## config.mk

```make
export PLATFORM = sky130hd
export DESIGN_NAME = hs_tx_arbiter
export DESIGN_NICKNAME = d
export VERILOG_FILES = /design/src/rtl/hs_tx_arbiter.sv
export SDC_FILE = /design/constraint.sdc
export NUM_CORES = 1
export LEC_CHECK = 0
export CELL_PAD_IN_SITES_DETAIL_PLACEMENT = 1
export CELL_PAD_IN_SITES_GLOBAL_PLACEMENT = 1
export CORE_MARGIN = 2
export CORE_UTILIZATION = 29
export DETAILED_ROUTE_END_ITERATION = 12
export HOLD_SLACK_MARGIN = 0.03
export PLACE_DENSITY_LB_ADDON = 0.1
export SLEW_MARGIN = 20
export SYNTH_ARGS = -nofsm -noshare
export SYNTH_HDL_FRONTEND = slang
export SYNTH_SLANG_ARGS = --single-unit
export TNS_END_PERCENT = 50
```

## constraint.sdc

```tcl
create_clock -name clk -period 3.25 [get_ports clk]
set_input_delay 0.325 -clock clk [delete_from_list [all_inputs] [get_ports clk]]
set_output_delay 0.325 -clock clk [all_outputs]
set_load 0.05 [all_outputs]
```

## src/rtl/hs_tx_arbiter.sv

```systemverilog
// Round-robin scheduler sharing one four-phase handshake synchronizer source port among NUM_REQ requesters.
// Optional REQ-phase abort timer enabled by defining HS_ARB_TIMEOUT_EN.
module hs_tx_arbiter #(
  parameter int unsigned WIDTH   = 32,
  parameter int unsigned NUM_REQ = 4,
  parameter int unsigned TIMEOUT = 64
) (
  input  logic                       clk,
  input  logic                       rst_n,
  input  logic [NUM_REQ-1:0]         req_valid,
  input  logic [NUM_REQ*WIDTH-1:0]   req_data,
  output logic [NUM_REQ-1:0]         req_ack,
  output logic                       hs_sready,
  output logic [WIDTH-1:0]           hs_din,
  input  logic                       hs_sidle,
  output logic                       busy,
  output logic [$clog2(NUM_REQ)-1:0] gnt_id,
  output logic                       to_err
);

  localparam int unsigned GW = $clog2(NUM_REQ);

  if (NUM_REQ < 2 || NUM_REQ > 8 || TIMEOUT < 4) begin : g_bad_cfg
    $error("hs_tx_arbiter: NUM_REQ must be 2..8 and TIMEOUT >= 4");
  end

  typedef enum logic [1:0] {
    S_IDLE,
    S_REQ,
    S_REL
  } state_t;

  state_t             state, state_nxt;
  logic [GW-1:0]      prio, prio_nxt;
  logic [GW-1:0]      gnt_nxt, gnt_inc, pick;
  logic [WIDTH-1:0]   din_nxt;
  logic [NUM_REQ-1:0] cand, ack_nxt;
  logic               found, sready_nxt, busy_nxt, to_err_nxt;

`ifdef HS_ARB_TIMEOUT_EN
  localparam int unsigned CW = $clog2(TIMEOUT);
  logic [CW-1:0] cnt, cnt_nxt;
`endif

  // The acknowledged requester still shows req_valid during the ack cycle; keep it out of the search.
  assign cand = req_valid & ~req_ack;

  assign gnt_inc = (gnt_id == GW'(NUM_REQ - 1)) ? '0 : gnt_id + GW'(1);

  always_comb begin : arb_search
    int unsigned  idx;
    logic [GW-1:0] idx_g;
    found = 1'b0;
    pick  = '0;
    idx   = 0;
    idx_g = '0;
    for (int unsigned k = 0; k < NUM_REQ; k++) begin
      idx   = (32'(prio) + k) % NUM_REQ;
      idx_g = GW'(idx);
      if (!found && cand[idx_g]) begin
        found = 1'b1;
        pick  = idx_g;
      end
    end
  end

  always_comb begin : fsm_next
    state_nxt  = state;
    gnt_nxt    = gnt_id;
    din_nxt    = hs_din;
    prio_nxt   = prio;
    ack_nxt    = '0;
    to_err_nxt = 1'b0;
`ifdef HS_ARB_TIMEOUT_EN
    cnt_nxt    = cnt;
`endif
    case (state)
      S_IDLE: begin
        if (found) begin
          state_nxt = S_REQ;
          gnt_nxt   = pick;
          din_nxt   = req_data[32'(pick)*WIDTH +: WIDTH];
`ifdef HS_ARB_TIMEOUT_EN
          cnt_nxt   = '0;
`endif
        end
      end
      S_REQ: begin
        if (hs_sidle) begin
          state_nxt = S_REL;
        end
`ifdef HS_ARB_TIMEOUT_EN
        else if (cnt == CW'(TIMEOUT - 1)) begin
          // Abort without ack: the requester keeps req_valid high and is retried in turn.
          state_nxt  = S_IDLE;
          to_err_nxt = 1'b1;
          prio_nxt   = gnt_inc;
        end else begin
          cnt_nxt = cnt + CW'(1);
        end
`endif
      end
      S_REL: begin
        if (!hs_sidle) begin
          state_nxt        = S_IDLE;
          ack_nxt[gnt_id]  = 1'b1;
          prio_nxt         = gnt_inc;
        end
      end
      default: state_nxt = S_IDLE;
    endcase
    sready_nxt = (state_nxt == S_REQ);
    busy_nxt   = (state_nxt != S_IDLE);
  end

  always_ff @(posedge clk or negedge rst_n) begin
    if (!rst_n) begin
      state     <= S_IDLE;
      prio      <= '0;
      gnt_id    <= '0;
      hs_din    <= '0;
      hs_sready <= 1'b0;
      busy      <= 1'b0;
      req_ack   <= '0;
      to_err    <= 1'b0;
    end else begin
      state     <= state_nxt;
      prio      <= prio_nxt;
      gnt_id    <= gnt_nxt;
      hs_din    <= din_nxt;
      hs_sready <= sready_nxt;
      busy      <= busy_nxt;
      req_ack   <= ack_nxt;
      to_err    <= to_err_nxt;
    end
  end

`ifdef HS_ARB_TIMEOUT_EN
  always_ff @(posedge clk or negedge rst_n) begin
    if (!rst_n) cnt <= '0;
    else        cnt <= cnt_nxt;
  end
`endif

endmodule
```

==> impl_metrics.env, run 1 <==
export IMPL_pin_count=176
export IMPL_final_area_sq_um=4940
export IMPL_synth_edf_count=0
export IMPL_power_frac_clock=0.089
export IMPL_syn_nets=467
export IMPL_pwr_density_cell_nw_per_um2=876
export IMPL_dp_cells=620
export IMPL_vias=3222
export IMPL_synth_cells=328
export IMPL_cp_arrival_ns=2.44
export IMPL_drc=0
export IMPL_rows=37
export IMPL_seq_area_frac_synth=0.363
export IMPL_first_global_vias=3502
export IMPL_path_clk_slew_ns=0.09
export IMPL_finalSetupTns_ns=0
export IMPL_hold_worst_slack_ns=0.0120
export IMPL_drt_first_pass_iters=4
export IMPL_cts_hold_buf=0
export IMPL_p_switching_mw=2.24
export IMPL_hold_violations=0
export IMPL_dp_final_hpwl_microns=8620
export IMPL_vdd_drop_max_mv=0.356
export IMPL_cts_htree_levels=2
export IMPL_worst_pin_slew_ns=0.670
export IMPL_area_delta_synth_final_pct=63.2
export IMPL_p_total_mw=4.33
export IMPL_path_class="in -> reg"
export IMPL_worstHoldPathType="in -> async"
export IMPL_detail_route_wl_per_cell_microns=18.9
export IMPL_fin_ws_ns=1.03
export IMPL_diodes=0
export IMPL_rsz0062_at_grt="no"
export IMPL_via_per_inst=5.13
export IMPL_fin_util=0.483
export IMPL_relSlewSlack=0.553
export IMPL_gp_congestion=0.778
export IMPL_yosysMostFrequentCell="nand2_1"
export IMPL_synth_top_area_frac=0.363
export IMPL_dpl_cell_area_sq_um=4840
export IMPL_drive_gt1_frac=0.122
export IMPL_avgSynthCellArea_sq_um=9.24
export IMPL_clock_path_buffers=2
export IMPL_crit_required_ns=3.47
export IMPL_detail_route_antenna_nets=0
export IMPL_final_cells=628
export IMPL_port_buffers=174
export IMPL_finClkSkew_ns=0.00973
export IMPL_netlist_top_cell_by_area="dfrtp_1"
export IMPL_initial_utilization=0.296
export IMPL_nNetsFinal=630
export IMPL_worstPathMaxFanout=20
export IMPL_grt_usage=0.212
export IMPL_cts_resized=0
export IMPL_synth_area_sq_um=3030
export IMPL_drt_iter0_markers=72
export IMPL_drv_cap=0
export IMPL_ys_warn_count=0
export IMPL_setup_violations=0
export IMPL_setup_worst_path_start_class="primary input"
export IMPL_clk_latency_ns=0.31
export IMPL_timing_final_crit_share=0.682
export IMPL_grt_pass1_wl_microns=18900
export IMPL_grt_start_max_net_pins=45
export IMPL_synth_flop_cell="dfrtp_1"
export IMPL_outcome="finished, final reports clean"
export IMPL_slew_violations=0
export IMPL_synth_distinct_cells=34
export IMPL_cp_end_kind="register"
export IMPL_p_sw_frac=0.517
export IMPL_pre_cts_ws_ns=0.696
export IMPL_cts_buffers=5
export IMPL_pwr_share_comb=0.682
export IMPL_leakage_nw=1.79
export IMPL_seq_power_share=0.229
export IMPL_synthTopCellsByCount="69 x nand2_1, 44 x dfrtp_1, 38 x nor2_1, 35 x a21oi_1, 32 x a2bb2oi_1"
export IMPL_min_period_ns=2.22
export IMPL_yosys_top_cells_area="dfrtp_1 36%, a41oi_2 16%, a2bb2oi_1 9.3%"
export IMPL_die_x_microns=106
export IMPL_routed_wl_microns=11900
export IMPL_cts_root_buf="clkbuf_8"
export IMPL_synth_seq_cells=44
export IMPL_die_y_microns=106
export IMPL_antenna_found_initial=0
export IMPL_p_int_mw=2.09
export IMPL_max_freq_mhz=451
export IMPL_cts_tree="built"
export IMPL_post_cts_buffers=0
export IMPL_clock_sinks=44
export IMPL_ys_async_sr_fraction=1.00
export IMPL_grt_overflow_total=0
export IMPL_core_area_sq_um=10200
export IMPL_die_area_sq_um=11300
-- placed cells by master, fill, tap and decap left out, types with 2 or more instances in the layout --
cell type	n
a211oi_4	2
a21oi_1	35
a2bb2oi_1	32
a41oi_1	2
a41oi_2	30
and2_1	4
buf_4	11
clkbuf_8	6
clkdlybuf4s50_1	173
clkinvlp_4	2
dfrtp_1	44
ha_1	4
inv_1	5
nand2_1	69
nand2b_1	2
nand2b_2	2
nand2b_4	2
nand3_1	2
nor2_1	37
nor2b_1	3
o21ai_0	10
o21ai_2	2
-- power by group through the flow --
stage	Sequential, mW	Combinational [mW]	Clock (mW)
2_1_floorplan	1.74	1.27	0
3_3_place_gp	0.999	2.92	0
3_5_place_dp	1.00	2.97	0
4_1_cts	0.994	2.98	0.397
5_1_grt	1.03	3.15	0.414
6_report	0.990	2.95	0.385
-- area by class of cell --
type | count | area [sq um]
Fill cell | 1187 | 5290
Timing Repair Buffer | 185 | 1830
Multi-Input combinational cell | 250 | 1720
Sequential cell | 44 | 1100
Tap cell | 136 | 170
Clock buffer | 6 | 82.6
Inverter | 5 | 18.8
Clock inverter | 2 | 15.0
-- worst max-delay path, cell delays in order --
cell,delay [ns]
clkdlybuf4s50_1,0.54
nand2b_4,0.16
nand3_1,0.18
o21a_1,0.58
buf_4,0.39
nor2_1,0.08
a41oi_1,0.17
-- routing by layer --
layer	share of wire	global-route usage
met1	0.43	0.267
met2	0.48	0.370
met3	0.073	0.0484
met4	0.011	0.0414
met5	0	0
-- flip-flops by register name (all words and copies together), names as in the netlist --
signal,count
state,2
req_ack,4
prio,2
hs_din,32
busy,1
gnt_id,2
hs_sready,1
-- logic make-up (layout without fill, tap and decap cells) --
kind of cell | Yosys count | after routing | share of synthesized area
buffers and inverters | 34 | 198 | 0.0710
AOI/OAI and AO/OA | 122 | 122 | 0.375
adders and majority gates | 4 | 4 | 0.0165
DFF | 44 | 44 | 0.363
and+or+nand+nor | 123 | 123 | 0.172
other | 1 | 1 | 0.00124
-- worst paths after layout --
check                                            from                      to  slack, ns  depth (start not counted)
worst max-delay path                     req_valid[2]   hs_din[0]$_DFFE_PN0P_       1.03                          7
worst min-delay path                            rst_n   hs_din[6]$_DFFE_PN0P_       0.01                          1
worst max register to register   req_ack[3]$_DFF_PN0_   hs_din[0]$_DFFE_PN0P_       1.07                          6
worst min register to register  hs_din[1]$_DFFE_PN0P_   hs_din[1]$_DFFE_PN0P_       0.57                          2
max in group asynchronous                       rst_n  hs_din[26]$_DFFE_PN0P_       2.82                          1
min in group clk                hs_din[1]$_DFFE_PN0P_   hs_din[1]$_DFFE_PN0P_       0.57                          2
(Power assumes the default switching activity.)
==> run 2, diff against run 1 <==
--- a/config.mk
+++ b/config.mk
@@ -8,7 +8,7 @@
 export CELL_PAD_IN_SITES_DETAIL_PLACEMENT = 1
 export CELL_PAD_IN_SITES_GLOBAL_PLACEMENT = 1
 export CORE_MARGIN = 2
-export CORE_UTILIZATION = 29
+export CORE_UTILIZATION = 27
 export DETAILED_ROUTE_END_ITERATION = 12
 export HOLD_SLACK_MARGIN = 0.03
 export PLACE_DENSITY_LB_ADDON = 0.1
==> constraint.sdc (replaced) <==
create_clock -name clk -period 2.3 [get_ports clk]
set_input_delay 0.23 -clock clk [delete_from_list [all_inputs] [get_ports clk]]
set_output_delay 0.23 -clock clk [all_outputs]
set_load 0.05 [all_outputs]
==> impl_metrics.env, run 2 (synthesis gave the netlist of run 1 again) <==
export IMPL_seq_area_sq_um=1100
export IMPL_die_area_sq_um=12100
export IMPL_finClkSkew_ns=0.00630
export IMPL_slowest_stage="dfrtp_1"
export IMPL_gp_congestion=0.777
export IMPL_min_period_ns=1.81
export IMPL_top_regs="hs_din (32), req_ack (4)"
export IMPL_largest_register="hs_din"
export IMPL_first_global_vias=3640
export IMPL_pwr_density_cell_nw_per_um2=1240
export IMPL_routed_wl_microns=12200
export IMPL_drc=0
export IMPL_drt_first_pass_iters=4
export IMPL_path_clk_slew_ns=0.10
export IMPL_fin_ws_ns=0.490
export IMPL_crit_family="compound AO/OA/AOI/OAI gates"
export IMPL_relSlewSlack=0.568
export IMPL_layout_commonest_cell="clkdlybuf4s50_1"
export IMPL_die_x_microns=110
export IMPL_path_cells="nand2b_4, o21ai_0, o32a_1, buf_4, a2bb2oi_1, a41oi_2"
export IMPL_cp_slowest_stage_delay_ns=0.40
export IMPL_max_freq_mhz=553
export IMPL_dpl_cell_area_sq_um=4910
export IMPL_clock_sinks=44
export IMPL_timing_final_crit_share=0.787
export IMPL_final_cell_mix="173 x clkdlybuf4s50_1, 69 x nand2_1, 44 x dfrtp_1"
export IMPL_path_class="reg -> reg"
export IMPL_grt_overflow_total=0
export IMPL_via_per_inst=5.07
export IMPL_multi_input_area_sq_um=1720
export IMPL_rrSetupSlack_ns=0.49
export IMPL_hold_violations=0
export IMPL_rr_worst_depth=6
export IMPL_final_area_sq_um=5030
export IMPL_drt_iter0_markers=120
export IMPL_leakage_nw=1.84
export IMPL_cts_root_buf="clkbuf_8"
export IMPL_antenna_found_initial=0
export IMPL_worst_pin_slew_ns=0.648
export IMPL_core_area_sq_um=10900
export IMPL_cp_arrival_ns=1.97
export IMPL_detail_route_antenna_nets=0
export IMPL_cp_num_buf_inv=1
export IMPL_worstPathMaxFanout=18
export IMPL_grt_pass1_wl_microns=18700
export IMPL_cts_resized=0
export IMPL_cts_hold_buf=1
export IMPL_drive_gt1_frac=0.134
export IMPL_cp_depth=6
export IMPL_grt_usage=0.200
export IMPL_largest_reg_flops=32
export IMPL_detail_route_wl_per_cell_microns=19.0
export IMPL_clock_path_buffers=2
export IMPL_setup_worst_path_start_class="register"
export IMPL_vias=3243
export IMPL_rsz0062_at_grt="no"
export IMPL_clk_latency_ns=0.30
export IMPL_initial_utilization=0.278
export IMPL_hold_worst_slack_ns=0.473
export IMPL_slew_violations=0
export IMPL_drv_cap=0
export IMPL_finalSetupTns_ns=0
export IMPL_fillers=1285
export IMPL_post_cts_buffers=0
export IMPL_outcome="finished, final reports clean"
export IMPL_nNetsFinal=638
export IMPL_r2r_end="hs_din[18]$_DFFE_PN0P_"
export IMPL_setup_violations=0
export IMPL_rr_startpoint="req_ack[1]$_DFF_PN0_"
export IMPL_cts_tree="built"
export IMPL_crit_required_ns=2.46
export IMPL_vdd_drop_max_mv=0.687
export IMPL_rows=38
export IMPL_pre_cts_ws_ns=0.226
export IMPL_cts_htree_levels=2
export IMPL_diodes=0
export IMPL_grt_start_max_net_pins=26
export IMPL_area_delta_synth_final_pct=66.2
export IMPL_port_buffers=174
export IMPL_pin_count=176
export IMPL_cp_end_kind="register"
export IMPL_dp_final_hpwl_microns=8940
export IMPL_cts_buffers=5
export IMPL_worstHoldPathType="in -> async"
export IMPL_die_y_microns=110
[run 2: layout make-up]
cell class / count / area share
Clock buffer: 5 / 0.0137
Clock inverter: 3 / 0.00845
Inverter: 5 / 0.00373
Multi-Input combinational cell: 250 / 0.342
Sequential cell: 44 / 0.219
Tap cell: 140 / 0.0348
Timing Repair Buffer: 193 / 0.379
[run 2: metrics by stage]
| stage | util | power, mW | cells |
|---|---|---|---|
| 2_1_floorplan | - | 4.25 | 328 |
| 3_3_place_gp | 0.451 | 5.64 | 631 |
| 3_5_place_dp | 0.451 | 5.71 | 631 |
| 4_1_cts | 0.462 | 6.36 | 640 |
| 5_1_grt | 0.462 | 6.66 | 640 |
| 6_report | 0.462 | 6.26 | 640 |
[run 2: how the worst max path moves through the flow]
stage | startpoint | endpoint | slack [ns]
6_report | req_ack[1]$_DFF_PN0_ | hs_din[18]$_DFFE_PN0P_ | 0.49
5_1_grt | req_valid[0] | hs_din[2]$_DFFE_PN0P_ | 0.34
4_1_cts | gnt_id[0]$_DFFE_PN0P_ | gnt_id[0] | 0.46
3_5_place_dp | req_valid[2] | hs_din[4]$_DFFE_PN0P_ | 0.23
3_3_place_gp | req_valid[0] | hs_din[18]$_DFFE_PN0P_ | 0.26
2_1_floorplan | req_ack[2]$_DFF_PN0_ | hs_din[10]$_DFFE_PN0P_ | 0.41
[run 2: routing by layer]
layer,global-route usage,vias up,part of all wire
met5,0,-,0
met4,0.0425,0,0.011
met3,0.0373,10,0.079
met2,0.355,116,0.48
met1,0.251,1592,0.43
li1,-,1525,-
[run 2: power breakdown]
part	switching, mW	internal, mW	total [mW]	leakage, nW
clock network	0.297	0.322	0.619	0.0541
logic	2.64	1.62	4.26	1.28
registers	0.242	1.14	1.38	0.508
==> run 3, diff against run 2 <==
--- a/config.mk
+++ b/config.mk
@@ -8,7 +8,7 @@
 export CELL_PAD_IN_SITES_DETAIL_PLACEMENT = 1
 export CELL_PAD_IN_SITES_GLOBAL_PLACEMENT = 1
 export CORE_MARGIN = 2
-export CORE_UTILIZATION = 27
+export CORE_UTILIZATION = 24
 export DETAILED_ROUTE_END_ITERATION = 12
 export HOLD_SLACK_MARGIN = 0.03
 export PLACE_DENSITY_LB_ADDON = 0.1
==> constraint.sdc (replaced) <==
create_clock -name clk -period 1.46 [get_ports clk]
set_input_delay 0.146 -clock clk [delete_from_list [all_inputs] [get_ports clk]]
set_output_delay 0.146 -clock clk [all_outputs]
set_load 0.05 [all_outputs]
==> impl_metrics.env, run 3 (synthesis gave the netlist of run 1 again) <==
export IMPL_vias=3426
export IMPL_first_global_vias=3667
export IMPL_clock_path_buffers=2
export IMPL_antenna_found_initial=0
export IMPL_initial_utilization=0.243
export IMPL_drive_gt1_frac=0.459
export IMPL_vdd_drop_max_mv=0.959
export IMPL_pwr_density_cell_nw_per_um2=1970
export IMPL_core_area_sq_um=12500
export IMPL_drt_first_pass_iters=4
export IMPL_die_y_microns=116
export IMPL_leakage_nw=2.26
export IMPL_violations="negative setup slack"
export IMPL_drc=0
export IMPL_layout_commonest_cell="clkdlybuf4s50_1"
export IMPL_rsz0062_at_grt="yes"
export IMPL_min_period_ns=1.68
export IMPL_pin_count=176
export IMPL_outcome="finished with violations"
export IMPL_nNetsFinal=676
export IMPL_drv_cap=0
export IMPL_fillers=1390
export IMPL_routed_wl_microns=13800
export IMPL_clk_latency_ns=0.29
export IMPL_detail_route_wl_per_cell_microns=19.4
export IMPL_gp_congestion=0.747
export IMPL_largest_register="hs_din"
export IMPL_top_regs="hs_din (32), req_ack (4)"
export IMPL_drt_iter0_markers=61
export IMPL_die_area_sq_um=13500
export IMPL_dp_final_hpwl_microns=9400
export IMPL_grt_pass1_wl_microns=20000
export IMPL_grt_overflow_total=0
export IMPL_die_x_microns=116
export IMPL_cp_arrival_ns=1.89
export IMPL_slew_violations=0
export IMPL_diodes=0
export IMPL_detail_route_antenna_nets=0
export IMPL_grt_start_max_net_pins=45
export IMPL_fin_ws_ns=-0.215
export IMPL_worstPathMaxFanout=8
export IMPL_worstHoldPathType="in -> async"
export IMPL_crit_required_ns=1.67
export IMPL_setup_violations=33
export IMPL_grt_usage=0.191
export IMPL_max_freq_mhz=597
export IMPL_port_buffers=174
export IMPL_via_per_inst=4.83
export IMPL_cts_tree="built"
export IMPL_path_class="reg -> reg"
export IMPL_multi_input_area_sq_um=2220
export IMPL_fin_util=0.489
export IMPL_area_delta_synth_final_pct=101
export IMPL_rows=41
export IMPL_hold_worst_slack_ns=0.371
export IMPL_dp_cells=685
export IMPL_path_clk_slew_ns=0.06
export IMPL_final_cells=710
export IMPL_timing_final_crit_share=1.15
export IMPL_cts_root_buf="clkbuf_16"
export IMPL_cts_buffers=5
export IMPL_final_cell_mix="133 x clkdlybuf4s50_1, 67 x buf_4, 49 x nand2_1"
export IMPL_hold_violations=0
export IMPL_setup_worst_path_start_class="register"
export IMPL_cp_end_kind="register"
export IMPL_clock_sinks=44
export IMPL_seq_area_sq_um=1110
export IMPL_cts_htree_levels=2
export IMPL_finClkSkew_ns=0.00541
export IMPL_largest_reg_flops=32
## run 3: changes by cell type in the layout (fill, tap and decap cells not counted), sizes merged
cell and delta:
clkinvlp -1, clkbuf +4, buf +75, clkdlybuf4s50 -40
## run 3: critical path, cell delays in order (launching register included)
cell	delay, ns
dfrtp_2	0.46
buf_6	0.13
o21ai_2	0.07
a211oi_4	0.36
buf_6	0.17
clkbuf_16	0.15
nand2_1	0.07
a41oi_2	0.17
## run 3: repair_timing
item	in CTS	in global routing
setup endpoints to repair	37	37
hold buffers	1	0
gates cloned	1	3
hold endpoints to repair	44	0
buffers inserted	4	9
resized for setup	51	59
pin swaps	8	18
## run 3: final cells by class
cell class / count / share of cell area
Tap cell: 172 / 0.0353
Timing Repair Buffer: 231 / 0.389
Multi-Input combinational cell: 250 / 0.364
Inverter: 5 / 0.00308
Clock buffer: 6 / 0.0211
Clock inverter: 2 / 0.00575
Sequential cell: 44 / 0.182
## run 3: worst paths after layout
| path | start | to | slack, ns | cells after the start |
|---|---|---|---|---|
| max in group asynchronous | rst_n | req_ack[3]$_DFF_PN0_ | 0.84 | 3 |
| setup / recovery | prio[1]$_DFFE_PN0P_ | hs_din[15]$_DFFE_PN0P_ | -0.22 | 7 |
| min in group clk | req_data[8] | hs_din[8]$_DFFE_PN0P_ | 0.46 | 3 |
| hold reg to reg | hs_din[24]$_DFFE_PN0P_ | hs_din[24]$_DFFE_PN0P_ | 0.58 | 2 |
| hold / removal | rst_n | hs_din[11]$_DFFE_PN0P_ | 0.37 | 3 |
| setup reg to reg | prio[1]$_DFFE_PN0P_ | hs_din[15]$_DFFE_PN0P_ | -0.22 | 7 |
## run 3: metal layers
layer,vias to the layer above,global-route usage,share of wire
met5,-,0,0
met4,0,0.0325,0.0060
met3,7,0.0426,0.067
met2,121,0.336,0.50
met1,1691,0.243,0.43
li1,1607,-,-
## run 3: through the flow
stage	total power [mW]	worst slack [ns]	instance area [sq um]	setup TNS [ns]
after global placement	9.49	-0.531	5220	-17.22
after CTS	11.5	-0.178	5690	-5.25
after global routing	12.7	-0.270	6100	-7.95
final	12.0	-0.215	6100	-5.87
after floorplan	6.97	-0.238	3130	-7.74
after detailed placement	9.61	-0.562	5220	-18.82
## run 3: report_power, final
part / internal (mW) / switching [mW] / total (mW)
logic: 3.60 / 4.83 / 8.42
registers: 1.81 / 0.472 / 2.28
clock network: 0.807 / 0.511 / 1.32
